$ cat src/rtl/uart_rx_fifo.sv
// 8N1 UART receiver feeding a show-ahead receive FIFO with sticky overrun/framing flags.
// Outputs are registered; q holds the head byte, precomputed from the next read pointer.
module uart_rx_fifo #(
    parameter int CLKS_PER_BIT = 434,
    parameter int ADDR_W       = 4
) (
    input  logic              clk,
    input  logic              rst_n,
    input  logic              rx,
    input  logic              rdreq,
    input  logic              clear_err,
    output logic [7:0]        q,
    output logic              empty,
    output logic              full,
    output logic [ADDR_W:0]   count,
    output logic              overrun,
    output logic              frame_err
);

    localparam int DEPTH = 2 ** ADDR_W;
    localparam int CNT_W = $clog2(CLKS_PER_BIT);
    localparam logic [CNT_W-1:0]  HALF_M1  = CNT_W'(CLKS_PER_BIT / 2 - 1);
    localparam logic [CNT_W-1:0]  BIT_M1   = CNT_W'(CLKS_PER_BIT - 1);
    localparam logic [CNT_W-1:0]  CNT_ONE  = CNT_W'(1);
    localparam logic [ADDR_W:0]   CNT_FULL = (ADDR_W + 1)'(DEPTH);
    localparam logic [ADDR_W:0]   ONE_C    = (ADDR_W + 1)'(1);
    localparam logic [ADDR_W-1:0] ONE_P    = ADDR_W'(1);

    typedef enum logic [2:0] {
        S_IDLE,
        S_START,
        S_DATA,
        S_STOP,
        S_WAIT_HIGH
    } state_t;

    logic                r_rxMeta;
    logic                r_rxs;
    state_t              r_state;
    logic [CNT_W-1:0]    r_sampCnt;
    logic [2:0]          r_bitCnt;
    logic [7:0]          r_shift;

    logic [7:0]          r_mem [DEPTH];
    logic [ADDR_W-1:0]   r_wrPtr;
    logic [ADDR_W-1:0]   r_rdPtr;
    logic [ADDR_W:0]     r_count;
    logic                r_empty;
    logic                r_full;
    logic [7:0]          r_q;
    logic                r_overrun;
    logic                r_frameErr;

    logic                w_sampleNow;
    logic                w_push;
    logic                w_stopLow;
    logic                w_pop;
    logic                w_wr;
    logic                w_drop;
    logic [ADDR_W-1:0]   w_rdPtrNext;
    logic [ADDR_W:0]     w_countNext;
    logic [7:0]          w_qNext;

    always_ff @(posedge clk) begin
        if (!rst_n) begin
            r_rxMeta <= 1'b1;
            r_rxs    <= 1'b1;
        end else begin
            r_rxMeta <= rx;
            r_rxs    <= r_rxMeta;
        end
    end

    assign w_sampleNow = (r_sampCnt == '0);
    assign w_push      = (r_state == S_STOP) && w_sampleNow && r_rxs;
    assign w_stopLow   = (r_state == S_STOP) && w_sampleNow && !r_rxs;

    always_ff @(posedge clk) begin
        if (!rst_n) begin
            r_state   <= S_IDLE;
            r_sampCnt <= '0;
            r_bitCnt  <= '0;
            r_shift   <= '0;
        end else begin
            case (r_state)
                S_IDLE: begin
                    if (!r_rxs) begin
                        r_sampCnt <= HALF_M1;
                        r_state   <= S_START;
                    end
                end
                S_START: begin
                    if (w_sampleNow) begin
                        if (r_rxs) begin
                            r_state <= S_IDLE;
                        end else begin
                            r_state   <= S_DATA;
                            r_sampCnt <= BIT_M1;
                            r_bitCnt  <= '0;
                        end
                    end else begin
                        r_sampCnt <= r_sampCnt - CNT_ONE;
                    end
                end
                S_DATA: begin
                    if (w_sampleNow) begin
                        r_shift   <= {r_rxs, r_shift[7:1]};
                        r_sampCnt <= BIT_M1;
                        if (r_bitCnt == 3'd7) begin
                            r_state <= S_STOP;
                        end else begin
                            r_bitCnt <= r_bitCnt + 3'd1;
                        end
                    end else begin
                        r_sampCnt <= r_sampCnt - CNT_ONE;
                    end
                end
                S_STOP: begin
                    if (w_sampleNow) begin
                        r_state <= r_rxs ? S_IDLE : S_WAIT_HIGH;
                    end else begin
                        r_sampCnt <= r_sampCnt - CNT_ONE;
                    end
                end
                S_WAIT_HIGH: begin
                    if (r_rxs) begin
                        r_state <= S_IDLE;
                    end
                end
                default: r_state <= S_IDLE;
            endcase
        end
    end

    // A pop frees a slot in the same cycle, so a push into a full FIFO with a pop is kept.
    assign w_pop       = rdreq && !r_empty;
    assign w_wr        = w_push && (!r_full || w_pop);
    assign w_drop      = w_push && r_full && !w_pop;
    assign w_rdPtrNext = w_pop ? (r_rdPtr + ONE_P) : r_rdPtr;
    assign w_qNext     = (w_wr && (r_wrPtr == w_rdPtrNext)) ? r_shift : r_mem[w_rdPtrNext];

    always_comb begin
        w_countNext = r_count;
        if (w_wr && !w_pop) begin
            w_countNext = r_count + ONE_C;
        end else if (!w_wr && w_pop) begin
            w_countNext = r_count - ONE_C;
        end
    end

    always_ff @(posedge clk) begin
        if (rst_n && w_wr) begin
            r_mem[r_wrPtr] <= r_shift;
        end
    end

    always_ff @(posedge clk) begin
        if (!rst_n) begin
            r_wrPtr    <= '0;
            r_rdPtr    <= '0;
            r_count    <= '0;
            r_empty    <= 1'b1;
            r_full     <= 1'b0;
            r_q        <= 8'h00;
            r_overrun  <= 1'b0;
            r_frameErr <= 1'b0;
        end else begin
            if (w_wr) begin
                r_wrPtr <= r_wrPtr + ONE_P;
            end
            r_rdPtr <= w_rdPtrNext;
            r_count <= w_countNext;
            r_empty <= (w_countNext == '0);
            r_full  <= (w_countNext == CNT_FULL);
            r_q     <= w_qNext;
            if (w_drop) begin
                r_overrun <= 1'b1;
            end else if (clear_err) begin
                r_overrun <= 1'b0;
            end
            if (w_stopLow) begin
                r_frameErr <= 1'b1;
            end else if (clear_err) begin
                r_frameErr <= 1'b0;
            end
        end
    end

    assign q         = r_q;
    assign empty     = r_empty;
    assign full      = r_full;
    assign count     = r_count;
    assign overrun   = r_overrun;
    assign frame_err = r_frameErr;

endmodule

$ cat config.mk
export PLATFORM = sky130hd
export DESIGN_NAME = uart_rx_fifo
export DESIGN_NICKNAME = d
export VERILOG_FILES = /design/src/rtl/uart_rx_fifo.sv
export SDC_FILE = /design/constraint.sdc
export NUM_CORES = 1
export LEC_CHECK = 0
export ABC_AREA = 1
export CAP_MARGIN = 20
export CORE_MARGIN = 2
export CORE_UTILIZATION = 40
export CTS_CLUSTER_DIAMETER = 200
export CTS_CLUSTER_SIZE = 16
export DETAILED_ROUTE_END_ITERATION = 6
export GPL_ROUTABILITY_DRIVEN = 1
export PLACE_DENSITY_LB_ADDON = 0.05
export SETUP_SLACK_MARGIN = 0.1
export SYNTH_ARGS = -nofsm -noshare
export SYNTH_HDL_FRONTEND = slang
export SYNTH_SLANG_ARGS = --single-unit
$ cat constraint.sdc
create_clock -name clk -period 4.4 [get_ports clk]
set_input_delay 0.88 -clock clk [delete_from_list [all_inputs] [get_ports clk]]
set_output_delay 0.88 -clock clk [all_outputs]
set_load 0.02 [all_outputs]
==> results.md <==
* Standard cell core area at 19,300 sq um
* Worst slew margin relative to its limit at 0.353
* Vias per cell at 4.94
* Total power per unit cell area at 526 nW/um^2
* Maximum ir drop on the vdd rail at 0.294 mV
* Final max-slew violation count at 0
* Post-Syn Area at 7830 sq um
* Post-synthesis instance total at 799
* Most frequent cells in the layout: 141 x nand2_1, 128 x edfxtp_1, 107 x nor2_1
* Share of flip-flops with an asynchronous set or reset at 0
* Routed length per instance at 16.4 microns
* Total track usage at 0.184
* Nets@finish at 836
* Area of the multi-input gates at 2490 sq um
* Clock period minus final worst setup slack at 3040 ps
* Number of instances resized during post-cts repair at 0
* HPWL Detailed at 11,700 microns
* Sinks on Clock Net at 178
* Starting density of the core at 0.405
* Placed Area at 8300 sq um
* Area fraction in compound gates after synthesis at 0.107
* Maximum capacitance violations at 0
* Clock Latency Late Sink at 420 ps
* Number of placed instances with taps included at 1,066
* Number of vias in the routed layout at 5,419
* Arr. time, crit path at 3350 ps
* Most common library cell in the layout ignoring fill and taps: nand2_1
* Fill cell count at 1,788
* Number of diodes added for antenna fixing at 0
* Max clock buf depth at 2
* Final clock period utilization by the worst path at 0.691
* Clock-pin transition on the worst setup and hold timing paths at 70 ps
* Required arrival time at the worst endpoint at 4710 ps
* Area taken by flip-flops and latches at 4840 sq um
* Aggregate routed wire length at 18,000 microns
* CP Cell Sequence: clkdlybuf4s50_1 -> inv_2 -> nor2_8 -> nand2_4 -> nand2_4 -> inv_2 -> buf_4 -> nand2_1 -> nand3_1 -> nor2_1 -> nand3_2 -> o21ai_1 -> nor2_1
* Sum Neg Setup Slack at 0 ps
* Finished Cell Area at 8860 sq um
* Final Setup Violations at 0
* Placement Rows at 51
* Flop-to-flop setup slack at 1620 ps
* Area growth syn-to-layout at 13.2%
* Path category of the worst min-delay check: flip-flop to flip-flop
* Final weighted congestion in routability-driven placement at 0.850
* Synthesized net count at 815
* Worst path max stage delay at 510 ps
* Sequential share of the synthesized area at 0.619
* Ratio of cells with drive above 1 in the final layout at 0.0732
* Number of buffers and inverters on the critical path at 4
* CP Launch Type: input pin
* Post-CTS Setup Repair Bufs at 0
* F_max at 329 MHz
* Largest net degree at the start of global routing at 46
* Non-filler cells in the finished layout at 1,098
* Antenna violations before repair at 0
* Detailed router's first-iteration violation count at 356
* Synthesis warning total at 0
* Hold_sp: r_rxMeta$_SDFF_PN1_
* Root buffer cell: clkbuf_16
* CTS tree: done
* Worst slew pin tran at 967 ps
* Avg Inst Size Synth at 9.80 sq um
* RSZ-0062 raised after global routing: false
* Number of hold buffers added after cts at 0
* Die area at 20,700 sq um
* Flop and latch count out of synthesis at 178
* Horizontal die dimension at 144 microns
* Chip height at 144 microns
* Post-synthesis mux area share at 0
* Overall overflow remaining after global route at 0
* Count of flip-flops with a built-in enable after synthesis at 128
* Number of global-route vias before repair at 5,151
* Category of the worst setup path capture point: flip-flop
* Total of buffers placed on input and output ports at 21
* Global-route wire length before repair at 28,400 microns
* Largest family of logic cells by synthesized area: simple AND/OR/NAND/NOR gates
* Residual DRC at 0
* Post-synth top flop: edfxtp_1
* Leakage power of the design at 3.56 nW
* Setup crit start: rdreq
* Top-Level Pins at 22
* Post-route antenna net violation count at 0
* Hold Slack at 418 ps
* Worst Path Max Fanout at 45
* Number of buffers created by CTS at 17
* Slowest cell on crit path: clkdlybuf4s50_1
* Hold violation count in the final report at 0
* # H-tree levels at 4
* Run status: completed
* Netlist cell types at 37
* Worst r2r src: r_sampCnt[0]$_SDFFE_PN0P_
* Fraction of synthesized cell area in xor and xnor cells at 0.0168
* Post-Synth Simple-Gate Area at 0.176
* Post-Route Skew at 9.83 ps
* Critical path class: input pin to flip-flop
* Number of iterations in the first detailed-routing pass at 4
* CP delay by family, top: simple AND/OR/NAND/NOR gates
* Power Total at 4.66 mW
* Fraction of the mapped netlist area in adder cells at 0.0176
cells by family after synthesis:
group	Yosys count
simple gates	325
flops	178
compound gates	151
xor+xnor	12
fa+ha+maj	11
buf+inv	122
worst register-to-register path: stages, from the launching register on:
cell     delay [ps]
dfxtp_1         310
inv_1           150
ha_1            190
inv_1            40
nor2_1           80
nand2_1          60
nor2_2          160
nand3_2         200
a21oi_1         320
nand2_1         240
nor2_1          650
layer usage:
layer	GRT usage	wire length [microns]
met1	0.237	8130
met2	0.316	8870
met3	0.0340	644
met4	0.0604	332
met5	0	0
through the flow:
stage                     setup WS, ps   util
after floorplan                   2040      -
after global placement             993  0.429
after detailed placement           966  0.429
after CTS                         1400  0.458
after global routing              1160  0.458
final                             1360  0.458
registers in the layout, indices dropped and copies added (netlist names):
register   count
count          5
empty          1
frame_err      1
full           1
overrun        1
q              8
r_bitCnt       3
r_mem        128
r_rdPtr        4
r_rxMeta       1
r_rxs          1
r_sampCnt      9
r_shift        8
r_state        3
r_wrPtr        4
Yosys cell counts, types with 2 or more instances:
cell / instances / area, sq um
o211ai_1: 25 / 188
o21ai_1: 25 / 125
nor2_1: 107 / 402
nand3_2: 2 / 20.0
or2_2: 2 / 12.5
nor2_8: 2 / 40.0
inv_1: 86 / 323
nand2_1: 141 / 529
nand3_1: 59 / 295
buf_4: 8 / 60.1
a21oi_1: 49 / 245
ha_1: 11 / 138
clkbuf_1: 11 / 41.3
a211oi_1: 2 / 15.0
inv_2: 7 / 26.3
edfxtp_1: 128 / 3840
nor3_1: 3 / 15.0
buf_2: 7 / 35.0
xor2_1: 9 / 78.8
o21ai_0: 46 / 230
nand2_2: 3 / 18.8
nand4_1: 2 / 12.5
dfxtp_1: 50 / 1000
power by group:
part | total (mW) | internal [mW] | switching [mW] | leakage (nW)
Combinational | 1.12 | 0.388 | 0.728 | 1.68
Sequential | 2.10 | 1.93 | 0.162 | 1.61
Clock | 1.45 | 0.811 | 0.637 | 0.269
Total | 4.66 | 3.13 | 1.53 | 3.56
final timing paths:
kind / end / cells after the start
setup / recovery: q[2]$_SDFF_PN0_ / 13
hold / removal: r_rxs$_SDFF_PN1_ / 1
setup reg to reg: r_mem[9][3]$_DFFE_PP_ / 10
hold reg to reg: r_rxs$_SDFF_PN1_ / 1
cell type report:
cell class,instances,share of cell area
Clock buffer,20,0.0515
Clock inverter,12,0.0120
Inverter,94,0.0398
Multi-Input combinational cell,499,0.281
Sequential cell,178,0.547
Tap cell,265,0.0374
Timing Repair Buffer,30,0.0313
Power figures use the tool's default switching activity.
